$ cat config.mk
export PLATFORM = sky130hd
export DESIGN_NAME = seven_seg_multi_display
export DESIGN_NICKNAME = d
export VERILOG_FILES = /design/src/rtl/seven_seg_multi_display.sv
export SDC_FILE = /design/constraint.sdc
export NUM_CORES = 1
export LEC_CHECK = 0
export ABC_AREA = 1
export CAP_MARGIN = 20
export CORE_ASPECT_RATIO = 0.9
export CORE_MARGIN = 3
export CORE_UTILIZATION = 55
export CTS_BUF_LIST = sky130_fd_sc_hd__clkbuf_8
export CTS_CLUSTER_SIZE = 28
export DETAILED_ROUTE_END_ITERATION = 10
export PLACE_DENSITY_LB_ADDON = 0.25
export SETUP_SLACK_MARGIN = 0.4
export SLEW_MARGIN = 20
export SYNTH_ARGS = -nofsm -noshare
export SYNTH_HDL_FRONTEND = slang
export SYNTH_SLANG_ARGS = --single-unit
$ cat constraint.sdc
create_clock -name clk -period 5 [get_ports clk]
set_input_delay 1 -clock clk [delete_from_list [all_inputs] [get_ports clk]]
set_output_delay 1 -clock clk [all_outputs]
set_load 0.01 [all_outputs]
$ cat src/rtl/seven_seg_multi_display.sv
// rtl/seven_seg_multi_display.sv - binary to multi-digit seven-segment driver
// Sequential double-dabble conversion, leading-zero blanking, overflow dashes and blink.
module seven_seg_multi_display #(
  parameter int WIDTH      = 8,
  parameter int NUM_DIGITS = 3,
  parameter int ACTIVE_LOW = 1,
  parameter int BLINK_DIV  = 25000000
) (
  input  logic                      clk,
  input  logic                      rst,
  input  logic [WIDTH-1:0]          value,
  input  logic                      load,
  input  logic                      blank_lz,
  input  logic                      blink_en,
  output logic                      busy,
  output logic                      done,
  output logic                      overflow,
  output logic [7*NUM_DIGITS-1:0]   segments
);

  function automatic int bcd_digits(input int w);
    longint m;
    int     d;
    m = (longint'(1) << w) - 1;
    d = 0;
    do begin
      d++;
      m = m / 10;
    end while (m != 0);
    return d;
  endfunction

  localparam int BCD_NEED   = bcd_digits(WIDTH);
  localparam int ACC_DIGITS = (BCD_NEED > NUM_DIGITS) ? BCD_NEED : NUM_DIGITS;
  localparam int ACC_W      = 4 * ACC_DIGITS;
  localparam int STEP_W     = $clog2(WIDTH + 1);
  localparam int BLINK_W    = $clog2(BLINK_DIV + 1);
  localparam logic [7*NUM_DIGITS-1:0] SEG_OFF = {(7*NUM_DIGITS){ACTIVE_LOW != 0}};

  typedef enum logic [1:0] {S_IDLE, S_CONVERT, S_LATCH} state_t;

  state_t                    state_q, state_d;
  logic [WIDTH-1:0]          shift_q, shift_d;
  logic [ACC_W-1:0]          bcd_q, bcd_d, bcd_adj;
  logic [STEP_W-1:0]         step_q, step_d;
  logic [4*NUM_DIGITS-1:0]   disp_q, disp_d;
  logic                      ovf_q, ovf_d;
  logic                      done_q, done_d;
  logic [BLINK_W-1:0]        blink_cnt_q, blink_cnt_d;
  logic                      hidden_q, hidden_d;
  logic [7*NUM_DIGITS-1:0]   seg_q, seg_d;
  logic                      high_nz;
  logic                      leading;
  logic                      hide_now;
  logic [3:0]                digit;
  logic [6:0]                lit;

  // Lit pattern with 1 = segment on, bit 0 = a.
  function automatic logic [6:0] seg_lit(input logic [3:0] d);
    case (d)
      4'd0:    seg_lit = 7'h3F;
      4'd1:    seg_lit = 7'h06;
      4'd2:    seg_lit = 7'h5B;
      4'd3:    seg_lit = 7'h4F;
      4'd4:    seg_lit = 7'h66;
      4'd5:    seg_lit = 7'h6D;
      4'd6:    seg_lit = 7'h7D;
      4'd7:    seg_lit = 7'h07;
      4'd8:    seg_lit = 7'h7F;
      4'd9:    seg_lit = 7'h6F;
      default: seg_lit = 7'h00;
    endcase
  endfunction

  always_comb begin
    bcd_adj = bcd_q;
    for (int i = 0; i < ACC_DIGITS; i++) begin
      if (bcd_q[4*i +: 4] >= 4'd5) bcd_adj[4*i +: 4] = bcd_q[4*i +: 4] + 4'd3;
    end
    high_nz = 1'b0;
    for (int i = NUM_DIGITS; i < ACC_DIGITS; i++) begin
      high_nz = high_nz | (bcd_q[4*i +: 4] != 4'd0);
    end
  end

  always_comb begin
    state_d = state_q;
    shift_d = shift_q;
    bcd_d   = bcd_q;
    step_d  = step_q;
    disp_d  = disp_q;
    ovf_d   = ovf_q;
    done_d  = 1'b0;
    case (state_q)
      S_IDLE: begin
        if (load) begin
          shift_d = value;
          bcd_d   = '0;
          step_d  = '0;
          state_d = S_CONVERT;
        end
      end
      S_CONVERT: begin
        bcd_d   = ACC_W'({bcd_adj, shift_q[WIDTH-1]});
        shift_d = shift_q << 1;
        step_d  = step_q + STEP_W'(1);
        if (step_q == STEP_W'(WIDTH - 1)) state_d = S_LATCH;
      end
      S_LATCH: begin
        disp_d  = bcd_q[4*NUM_DIGITS-1:0];
        ovf_d   = high_nz;
        done_d  = 1'b1;
        state_d = S_IDLE;
      end
      default: state_d = S_IDLE;
    endcase
  end

  always_comb begin
    blink_cnt_d = blink_cnt_q + BLINK_W'(1);
    hidden_d    = hidden_q;
    if (!blink_en) begin
      blink_cnt_d = '0;
      hidden_d    = 1'b0;
    end else if (blink_cnt_q == BLINK_W'(BLINK_DIV - 1)) begin
      blink_cnt_d = '0;
      hidden_d    = ~hidden_q;
    end
  end

  // Dropping blink_en unhides on the very next registered output.
  assign hide_now = blink_en & hidden_q;

  always_comb begin
    seg_d   = '0;
    leading = 1'b1;
    digit   = '0;
    lit     = '0;
    for (int i = NUM_DIGITS - 1; i >= 0; i--) begin
      digit   = disp_q[4*i +: 4];
      leading = leading & (digit == 4'd0);
      if (hide_now)                          lit = 7'h00;
      else if (ovf_q)                        lit = 7'h40;
      else if (blank_lz && leading && i != 0) lit = 7'h00;
      else                                   lit = seg_lit(digit);
      seg_d[7*i +: 7] = (ACTIVE_LOW != 0) ? ~lit : lit;
    end
  end

  always_ff @(posedge clk or posedge rst) begin
    if (rst) begin
      state_q     <= S_IDLE;
      shift_q     <= '0;
      bcd_q       <= '0;
      step_q      <= '0;
      disp_q      <= '0;
      ovf_q       <= 1'b0;
      done_q      <= 1'b0;
      blink_cnt_q <= '0;
      hidden_q    <= 1'b0;
      seg_q       <= SEG_OFF;
    end else begin
      state_q     <= state_d;
      shift_q     <= shift_d;
      bcd_q       <= bcd_d;
      step_q      <= step_d;
      disp_q      <= disp_d;
      ovf_q       <= ovf_d;
      done_q      <= done_d;
      blink_cnt_q <= blink_cnt_d;
      hidden_q    <= hidden_d;
      seg_q       <= seg_d;
    end
  end

  assign busy     = (state_q != S_IDLE);
  assign done     = done_q;
  assign overflow = ovf_q;
  assign segments = seg_q;

endmodule

==> flow_metrics.tcl <==
set metrics [dict create \
    syn-cell-area_sq_um 4348 \
    hold_start "disp_q[11]" \
    skew_ns 0.01340 \
    yosys_warnings 0 \
    drt_iter0_markers 190 \
    timing.fmax_mhz 378.3 \
    hold_viol_final 0 \
    finalSetupTns_ns 0 \
    final_layout_size_suffix_gt1_share_pct 11.89 \
    worst_slack_ns 2.357 \
    drt_first_pass_iters 4 \
    grt_max_degree 62 \
    crit_start "state_q[0]" \
    n_antenna_cell 0 \
    yosys-top-cells-count "nand2_1 (111), nor2_1 (67), dfrtp_1 (65)" \
    core_area_sq_um 7620 \
    place_ws_ns 2.242 \
    synth_top_cell_by_area "dfrtp_1" \
    antenna_found_initial 0 \
    num_rows 30 \
    num-fill-cells 613 \
    timing.final.crit_share_pct 52.86 \
    place_inst 635 \
    setup_viol 0 \
    rr_endpoint "step_q[1]" \
    cts_resized 0 \
    synth_top_area_share_pct 37.41 \
    overflow 0 \
    die_area_sq_um 9010 \
    power_leakage_uw 0.002237 \
    synth_cell_types 34 \
    finalWeightedCongestion 0.8930 \
    vdd_ir_drop_max_mv 0.3355 \
    p_sw_share_pct 37.18 \
    reg2regPathDepth 5 \
    nets 586 \
    cp-start-kind "register" \
    crit_type "register to output pin" \
    r2r_slack_ns 3.10 \
    clkTransAtPathRegs_ns 0.09 \
    ant_nets 0 \
    async_flop_share_pct 100.0 \
    switching_power_uw 961.1 \
    critPathTopFamily "buffers and inverters" \
    cpPeakStageDelay_ns 0.49 \
    holdPathEnd "segments[14]" \
    drt-vias-per-instance 5.117 \
    cts_buffers 9 \
    cts_hold_buf 0 \
    rsz0062_at_grt "false" \
    finalMaxSlewViolations 0 \
    crit_chain "nor2_1 -> inv_1 -> clkdlybuf4s50_1" \
    wire_per_inst_microns 12.62 \
    required_ns 4.00 \
    synthTopCellsByArea "dfrtp_1 (37%), dfstp_2 (13%), nand2_1 (9.6%)" \
    holdPathStages 1 \
    worst_skew_pair.late_latency_ns 0.36 \
    critPathMaxFanout 8 \
    status "finished clean" \
    cap_violations 0 \
    post-synth-top-count-cell "nand2_1" \
    clock_power_share_pct 17.4 \
    instances_no_fill 651 \
    clockBufferDepth 2 \
    syn_nets 546 \
    crit_buf_inv 2 \
    area_growth_pct 14.50 \
    cpMaxStageDelayCell "clkdlybuf4s50_1" \
    die_w_microns 99.72 \
    grt_pass1_vias 3270 \
    worst_ep_arrival_time_ns 1.64 \
    period_needed_ns 2.643 \
    wl_microns 8215 \
    dpl.hpwl_microns 6048 \
    grt_usage_pct 19.97 \
    clockRootBuffer "clkbuf_8" \
    p_int_uw 1624 \
    ys_seq_elements 86 \
    tightest_slew_ns 0.7250 \
    cts_setup_buffers 0 \
    synth_edf_count 0 \
    grt_pass1_wl_microns 14760 \
    p_seq_share_pct 43.7 \
    synth-seq-area-share_pct 50.10 \
    drc 0 \
    holdCritPathClass "register to register" \
    initial_core_util_pct 57.06 \
    place.port_buffers 35 \
    syn_area_per_cell_sq_um 8.525 \
    die-height_microns 90.35 \
    r2r_start "state_q[1]" \
    clock-sinks 86 \
    maxSlewHeadroom_pct 51.66 \
    end_kind "output pin" \
    cts_tree "yes" \
    p_comb_share_pct 39.0 \
    synth_ff_type "dfrtp_1" \
    h-tree-depth 3 \
    p_per_area_nw_per_um2 519.2 \
    ios 37 \
    synthCells 510 \
    num_vias 3331 \
]
[metrics by stage]
step / utilization (%) / hold WS (ns) / total power, uW / instance area [sq um]
2_1_floorplan: - / 0.4186 / 1792 / 4348
3_3_place_gp: 62.94 / 0.4326 / 2101 / 4796
3_5_place_dp: 62.94 / 0.4383 / 2155 / 4796
4_1_cts: 65.32 / 0.4509 / 2612 / 4977
5_1_grt: 65.34 / 0.4984 / 2810 / 4979
6_report: 65.34 / 0.4468 / 2585 / 4979
[routing by layer]
| metal | GRT usage (%) | routed length [microns] | vias up |
|---|---|---|---|
| li1 | - | - | 1719 |
| met1 | 28.32 | 3976 | 1544 |
| met2 | 31.06 | 3777 | 60 |
| met3 | 4.556 | 384 | 8 |
| met4 | 5.119 | 75 | 0 |
| met5 | 0 | 0 | - |
[registers in the layout (all words and copies together) (netlist names)]
| register | flops |
|---|---|
| shift_q | 8 |
| state_q | 2 |
| step_q | 4 |
| bcd_q | 12 |
| segments | 21 |
| done | 1 |
| blink_cnt_q | 25 |
| hidden_q | 1 |
| disp_q | 12 |
[cell usage in the layout, fill, tap and decap left out, types with 2 or more instances in the layout]
cell type / synthesis / routed
nor2_2: 3 / 3
dfrtp_1: 65 / 65
or2_2: 7 / 7
inv_1: 57 / 56
o211ai_1: 7 / 7
nand3b_1: 2 / 2
clkinv_1: 2 / 2
clkinvlp_4: 0 / 2
buf_4: 1 / 2
o21ai_0: 48 / 48
nand2_1: 111 / 111
xor2_1: 7 / 7
nand3_1: 30 / 30
nand3_2: 3 / 3
nand4_1: 2 / 2
nor2_4: 5 / 5
inv_4: 0 / 2
clkdlybuf4s50_1: 0 / 35
o221ai_1: 2 / 2
ha_1: 23 / 23
a21oi_1: 14 / 14
clkbuf_8: 0 / 10
dfstp_2: 21 / 21
o22ai_1: 5 / 5
xnor2_1: 2 / 2
nor3_1: 6 / 6
nor3_2: 2 / 2
nor2_1: 67 / 67
nand2_2: 4 / 4
[how the worst max path moves through the flow]
stage,end,cells after the start
after floorplan,bcd_q[0],1
after global placement,step_q[1],5
after detailed placement,shift_q[7],6
after CTS,busy,3
after global routing,busy,3
final,busy,3
[cell type report]
type	instances	area [sq um]	area share (%)
clock buffer	10	137.6	2.765
clock inverter	6	43.79	0.8796
inverter	59	224.0	4.499
multi-input combinational	357	1909	38.35
sequential	86	2178	43.75
tap	96	120.1	2.413
timing repair buffer	37	365.4	7.339
[power by group through the flow]
stage | clock [uW] | sequential (uW) | combinational [uW]
2_1_floorplan | 0 | 1160 | 629
5_1_grt | 490 | 1160 | 1160
4_1_cts | 464 | 1130 | 1020
3_5_place_dp | 0 | 1140 | 1010
3_3_place_gp | 0 | 1130 | 970
6_report | 449 | 1130 | 1010
[cells by family after synthesis]
kind of cell,count (synthesis),share of synthesized area [%]
DFF,86,50.10
buffers and inverters,67,5.986
AOI/OAI and AO/OA,80,10.36
and+or+nand+nor,244,25.04
adders and majority gates,23,6.619
other,1,0.08625
xor gates and xnor gates,9,1.813
(Power assumes the default switching activity.)
